==> config.mk <==
export PLATFORM = sky130hd
export DESIGN_NAME = timer_array
export DESIGN_NICKNAME = d
export VERILOG_FILES = /design/src/rtl/timer_array.sv
export SDC_FILE = /design/constraint.sdc
export NUM_CORES = 2
export LEC_CHECK = 0
export BUFFER_PORTS_ARGS = -buffer_cell sky130_fd_sc_hd__buf_4
export CORE_UTILIZATION = 40
export DETAILED_ROUTE_END_ITERATION = 12
export GPL_TIMING_DRIVEN = 0
export SYNTH_ARGS = -nofsm -noshare
export SYNTH_HDL_FRONTEND = slang
export SYNTH_SLANG_ARGS = --single-unit
==> constraint.sdc <==
create_clock -name clk -period 4.6 [get_ports clk]
set_input_delay 0.92 -clock clk [delete_from_list [all_inputs] [get_ports clk]]
set_output_delay 0.92 -clock clk [all_outputs]
set_load 0.01 [all_outputs]
==> src/rtl/timer_array.sv <==
`default_nettype none
// ============================================================================
// Module   : timer_array
// Brief    : N independent countdown timers behind Avalon-MM, with a shared
//            prescaler and a masked sticky-status interrupt
// Revision : 1.0
// ============================================================================
module timer_array #(
  parameter int N_CHANNELS  = 4,
  parameter int CNT_WIDTH   = 64,
  parameter int PRESC_WIDTH = 16,
  localparam int ADDR_W     = $clog2(8*(N_CHANNELS+1))
) (
  input  logic              clk,
  input  logic              reset_n,
  input  logic [ADDR_W-1:0] avmms_address,
  input  logic              avmms_write,
  input  logic [31:0]       avmms_writedata,
  input  logic [3:0]        avmms_byteenable,
  input  logic              avmms_read,
  output logic [31:0]       avmms_readdata,
  output logic              coe_interrupt
);

  localparam int          PAGE_W = ADDR_W - 3;
  localparam logic [31:0] C_INFO = {8'h00, 8'(CNT_WIDTH), 8'h00, 8'(N_CHANNELS)};

  function automatic logic [31:0] f_merge(input logic [31:0] old_v,
                                          input logic [31:0] wd,
                                          input logic [3:0]  be);
    logic [31:0] m;
    for (int b = 0; b < 4; b++) m[b*8 +: 8] = be[b] ? 8'hFF : 8'h00;
    return (old_v & ~m) | (wd & m);
  endfunction

  logic [PAGE_W-1:0]            w_page;
  logic [2:0]                   w_off;
  logic                         w_glb;
  logic [N_CHANNELS-1:0]        w_ch_hit;
  logic [N_CHANNELS-1:0]        w_expire;
  logic [N_CHANNELS-1:0]        w_busy;
  logic [N_CHANNELS-1:0]        w_periodic;
  logic [N_CHANNELS-1:0][63:0]  w_load_q;
  logic [N_CHANNELS-1:0][63:0]  w_count_q;
  logic [N_CHANNELS-1:0][31:0]  w_shadow_q;
  logic [31:0]                  w_bemask;
  logic [31:0]                  w_clr;
  logic [31:0]                  w_en_new;
  logic [31:0]                  w_presc_new;
  logic [31:0]                  w_rdata;
  logic                         w_tick;
  logic                         w_wr_presc;

  logic [N_CHANNELS-1:0]        r_status;
  logic [N_CHANNELS-1:0]        r_enable;
  logic [PRESC_WIDTH-1:0]       r_prescale;
  logic [PRESC_WIDTH-1:0]       r_presc_cnt;
  logic [31:0]                  r_rdata;

  assign w_page     = avmms_address[ADDR_W-1:3];
  assign w_off      = avmms_address[2:0];
  assign w_glb      = (w_page == '0);
  assign w_tick     = (r_presc_cnt == r_prescale);
  assign w_wr_presc = avmms_write & w_glb & (w_off == 3'd2);

  always_comb begin
    for (int b = 0; b < 4; b++) w_bemask[b*8 +: 8] = avmms_byteenable[b] ? 8'hFF : 8'h00;
  end

  assign w_clr       = (avmms_write && w_glb && w_off == 3'd0) ? (avmms_writedata & w_bemask) : 32'h0;
  assign w_en_new    = f_merge(32'(r_enable), avmms_writedata, avmms_byteenable);
  assign w_presc_new = f_merge(32'(r_prescale), avmms_writedata, avmms_byteenable);

  always_ff @(posedge clk or negedge reset_n) begin
    if (!reset_n) begin
      r_status    <= '0;
      r_enable    <= '0;
      r_prescale  <= '0;
      r_presc_cnt <= '0;
    end else begin
      // A fresh expiry outranks a clear landing on the same edge
      r_status <= (r_status & ~N_CHANNELS'(w_clr)) | w_expire;
      if (avmms_write && w_glb && w_off == 3'd1) r_enable <= N_CHANNELS'(w_en_new);
      if (w_wr_presc) begin
        r_prescale  <= PRESC_WIDTH'(w_presc_new);
        r_presc_cnt <= '0;
      end else if (w_tick) begin
        r_presc_cnt <= '0;
      end else begin
        r_presc_cnt <= r_presc_cnt + PRESC_WIDTH'(1);
      end
    end
  end

  for (genvar i = 0; i < N_CHANNELS; i++) begin : g_ch
    localparam logic [PAGE_W-1:0] C_PAGE = PAGE_W'(i + 1);

    logic [CNT_WIDTH-1:0] r_load;
    logic [CNT_WIDTH-1:0] r_count;
    logic                 r_busy;
    logic                 r_periodic;
    logic [31:0]          r_shadow;
    logic [63:0]          w_ld64;
    logic [63:0]          w_cnt64;
    logic [63:0]          w_ld_new;
    logic                 w_wr_ctrl;
    logic                 w_start;
    logic                 w_stop;
    logic                 w_load_nz;
    logic                 w_cnt_one;

    assign w_ch_hit[i] = (w_page == C_PAGE);
    assign w_wr_ctrl   = avmms_write & w_ch_hit[i] & (w_off == 3'd0) & avmms_byteenable[0];
    assign w_start     = w_wr_ctrl & avmms_writedata[0];
    assign w_stop      = w_wr_ctrl & avmms_writedata[1];
    assign w_load_nz   = (r_load != '0);
    assign w_cnt_one   = (r_count == CNT_WIDTH'(1));

    always_comb begin
      w_ld64                  = '0;
      w_ld64[CNT_WIDTH-1:0]   = r_load;
      w_cnt64                 = '0;
      w_cnt64[CNT_WIDTH-1:0]  = r_count;
    end

    always_comb begin
      w_ld_new = w_ld64;
      if (avmms_write && w_ch_hit[i] && w_off == 3'd1)
        w_ld_new[31:0] = f_merge(w_ld64[31:0], avmms_writedata, avmms_byteenable);
      else if (avmms_write && w_ch_hit[i] && w_off == 3'd2)
        w_ld_new[63:32] = f_merge(w_ld64[63:32], avmms_writedata, avmms_byteenable);
    end

    assign w_expire[i]   = w_tick & r_busy & w_cnt_one & ~(w_start & w_load_nz) & ~w_stop;
    assign w_busy[i]     = r_busy;
    assign w_periodic[i] = r_periodic;
    assign w_load_q[i]   = w_ld64;
    assign w_count_q[i]  = w_cnt64;
    assign w_shadow_q[i] = r_shadow;

    always_ff @(posedge clk or negedge reset_n) begin
      if (!reset_n) begin
        r_load     <= '0;
        r_count    <= '0;
        r_busy     <= 1'b0;
        r_periodic <= 1'b0;
        r_shadow   <= '0;
      end else begin
        r_load <= CNT_WIDTH'(w_ld_new);
        if (w_wr_ctrl) r_periodic <= avmms_writedata[2];
        if (avmms_read && w_ch_hit[i] && w_off == 3'd3) r_shadow <= w_cnt64[63:32];

        if (w_start && w_load_nz) begin
          r_count <= r_load;
          r_busy  <= 1'b1;
        end else if (w_stop) begin
          r_count <= '0;
          r_busy  <= 1'b0;
        end else if (w_tick && r_busy) begin
          if (w_cnt_one) begin
            // Reload picks up whatever LOAD holds now, including a late write
            if (r_periodic && w_load_nz) begin
              r_count <= r_load;
            end else begin
              r_count <= '0;
              r_busy  <= 1'b0;
            end
          end else begin
            r_count <= r_count - CNT_WIDTH'(1);
          end
        end
      end
    end
  end

  always_comb begin
    w_rdata = 32'h0;
    if (w_glb) begin
      case (w_off)
        3'd0:    w_rdata = 32'(r_status);
        3'd1:    w_rdata = 32'(r_enable);
        3'd2:    w_rdata = 32'(r_prescale);
        3'd3:    w_rdata = C_INFO;
        default: w_rdata = 32'h0;
      endcase
    end
    for (int i = 0; i < N_CHANNELS; i++) begin
      if (w_ch_hit[i]) begin
        case (w_off)
          3'd0:    w_rdata = {28'h0, w_busy[i], w_periodic[i], 2'b00};
          3'd1:    w_rdata = w_load_q[i][31:0];
          3'd2:    w_rdata = w_load_q[i][63:32];
          3'd3:    w_rdata = w_count_q[i][31:0];
          3'd4:    w_rdata = w_shadow_q[i];
          default: w_rdata = 32'h0;
        endcase
      end
    end
  end

  always_ff @(posedge clk or negedge reset_n) begin
    if (!reset_n) begin
      r_rdata <= '0;
    end else if (avmms_read) begin
      r_rdata <= w_rdata;
    end
  end

  assign avmms_readdata = r_rdata;
  assign coe_interrupt  = |(r_status & r_enable);

endmodule
`default_nettype wire

==> run summary <==
Total gr overflow: 0
Initial core utilization: 40.4%
Clk_skew: 0.0256 ns
Placement Setup Slack: -1.22 ns
Detailed-route via count: 41087
Maximum root-to-sink buffer count: 3
Worst Hold Class: input pin to asynchronous set/reset pin
NumNets Final: 4476
Syn nets: 4307
RSZ-0062 raised after global routing: yes
GRT Resource Usage Total: 41.0%
Cell Area, Synth: 0.0411 mm²
Actual slew at the worst max-slew pin: 1.59 ns
Chip height: 322 µm
Largest net degree at the start of global routing: 117
Fillers: 9776
Ports: 79
Worst Path Max Fanout: 10
Routed wire length per instance: 36.9 µm
Slew HR: -5.79%
Power Density: 413 mW/mm²
Status: finished, violations left
Final Cycle Share: 107%
Vias/cell: 7.01
Post-synthesis instance total: 4252
Post-synthesis compound-gate area fraction: 19.9%
Drt total wl: 216 mm
FF+latch count, synth: 720
Worst path required time: 5.20 ns
DP Wirelength: 161 mm
Critical path capture point type: flop
Initial antenna violation count: 11
Drt first-iter violations: 6284
Simple-gate share of the synthesized area: 17.1%
Failing checks: slew limit, setup timing
EDFF count, synth: 0
Crit path DAT: 5.50 ns
Post-CTS Setup Bufs: 0
CTS tree: done
Synth Area in XOR/XNOR: 2.86%
First-pass GRT wire length: 302 mm
Ys flop type: dfrtp_1
Post-cts resize count: 14
Worst skew pair latency: 0.69 ns
Most frequent cell after synthesis: dfrtp_1
Synth Area in Adders: 0.274%
Core box area: 0.102 mm²
# hold bufs at CTS: 0
Root buf cell: clkbuf_16
PnR worst setup slack: -0.302 ns
Slew Limit Fails: 2
Largest family of logic cells by synthesized area: compound AO/OA/AOI/OAI gates
Final hold violations: 0
FP Rows: 117
Worst-path clk slew: 0.06 ns
CTS Buf Count: 86
Vias in the first global route: 38048
Peak supply drop: 273 µV
Leak: 19.0 nW
Synth cell types: 86
Fmax achieved: 204 MHz
Synth-to-Final Area Change: 14.0%
Die width: 322 µm
Final TNS setup: -3.81 ns
H-Tree Depth: 3
Total of warnings raised by yosys: 0
Top cell type's share of synthesized area: 43.9%
Placed Area: 0.0436 mm²
Remaining antenna violation count after routing: 0
Minimum clock period: 4.90 ns
Max-cap viol count: 0
FFs w/ async S/R, synth: 100%
CP Launch Type: input pin
CTS sink cnt: 720
Port Buf Inserts: 70
Pre-antenna DRT Iters: 9
Routability cong.: 1.06
Largest cells by area after synthesis: dfrtp_1 (44%), mux2_2 (11%), nand2_1 (3.3%)
Final instance area: 0.0468 mm²
Critical path type: input pin to flop
Mux contribution to synthesized area: 12.8%
Remaining DRCs: 0
Seq/Total Area, Yosys: 43.9%
Synth area leader: dfrtp_1
Final setup vio count: 47
Die area: 0.104 mm²
Synth cell count leaders: dfrtp_1 (720), mux2_2 (399), nand2_1 (358), clkbuf_1 (272), o21ai_0 (263)
Syn_area_per_cell: 9.66 µm²
Share of post-route cells with drive strength above 1: 16.0%
R2r setup slk: -0.07 ns
==> cell usage in the layout, fill, tap and decap left out, types with 81 or more instances in the layout <==
master | netlist | final
dfrtp_1 | 720 | 720
mux2_2 | 399 | 399
nand2_1 | 358 | 358
clkbuf_1 | 272 | 276
o21ai_0 | 263 | 263
nor2_1 | 255 | 253
a21oi_1 | 221 | 219
a22oi_1 | 165 | 165
nor4_1 | 169 | 163
nor3_1 | 120 | 118
nand3_1 | 116 | 116
a22o_1 | 90 | 90
clkbuf_16 | 0 | 90
xnor2_1 | 81 | 81
==> per-layer routing <==
layer  wire (µm)  track usage (%)
met5          87                0
met4       13900             22.1
met3       27200             12.5
met2       87800             57.6
met1       87200             56.0
==> cell families (layout without fill, tap and decap cells) <==
logic type,Yosys count,in the layout
fa+ha+maj,9,9
simple gates,1372,1372
buf+inv,342,578
flops,720,720
other cells,0,4
mux,473,473
xor+xnor,134,134
compound gates,1202,1202
==> stage by stage <==
stage	power, mW	hold slack, ns	std cells	utilization (%)
floorplan	9.80	0.471	4252	-
global placement	11.5	0.489	5690	42.6
detailed placement	11.6	0.497	5702	42.8
CTS	19.1	0.172	5856	45.9
global route	19.8	0.184	5856	46.0
finish	19.3	0.141	5860	46.0
==> final timing paths <==
path / depth (start not counted) / start / to
worst max-delay path: 8 / avmms_address[1] / avmms_readdata[15]
worst min-delay path: 1 / reset_n / g_ch[3].r_count[59]
worst max register to register: 8 / flop / g_ch[1].r_count[62]
worst min register to register: 1 / g_ch[1].r_shadow[31] / g_ch[1].r_shadow[31]
max in group asynchronous: 4 / reset_n / g_ch[0].r_count[42]
min in group clk: 1 / g_ch[1].r_shadow[31] / g_ch[1].r_shadow[31]
==> worst max-delay path, cell delays in order <==
cell and delay [ns]:
buf_1 0.40, nor3_1 1.25, clkbuf_1 0.67, clkbuf_1 0.87, a22oi_1 0.17, a21oi_1 0.79, a211oi_1 0.15, a31oi_1 0.22
==> layout make-up <==
type | instances | area, µm² | share of cell area [%]
clock inverter | 41 | 624 | 1.33
tap | 1368 | 1710 | 3.66
multi-input combinational | 3190 | 21900 | 46.7
timing repair buffer | 82 | 761 | 1.63
antenna | 4 | 10.0 | 0.0214
sequential | 720 | 18000 | 38.5
inverter | 32 | 120 | 0.257
buffer | 309 | 1250 | 2.67
clock buffer | 114 | 2450 | 5.24
==> report_power, final <==
| part | switching, mW | total, mW | internal, mW |
|---|---|---|---|
| registers | 1.20 | 8.16 | 6.96 |
| logic | 2.24 | 3.55 | 1.31 |
| clock network | 3.05 | 7.64 | 4.59 |
(Power assumes the default switching activity.)
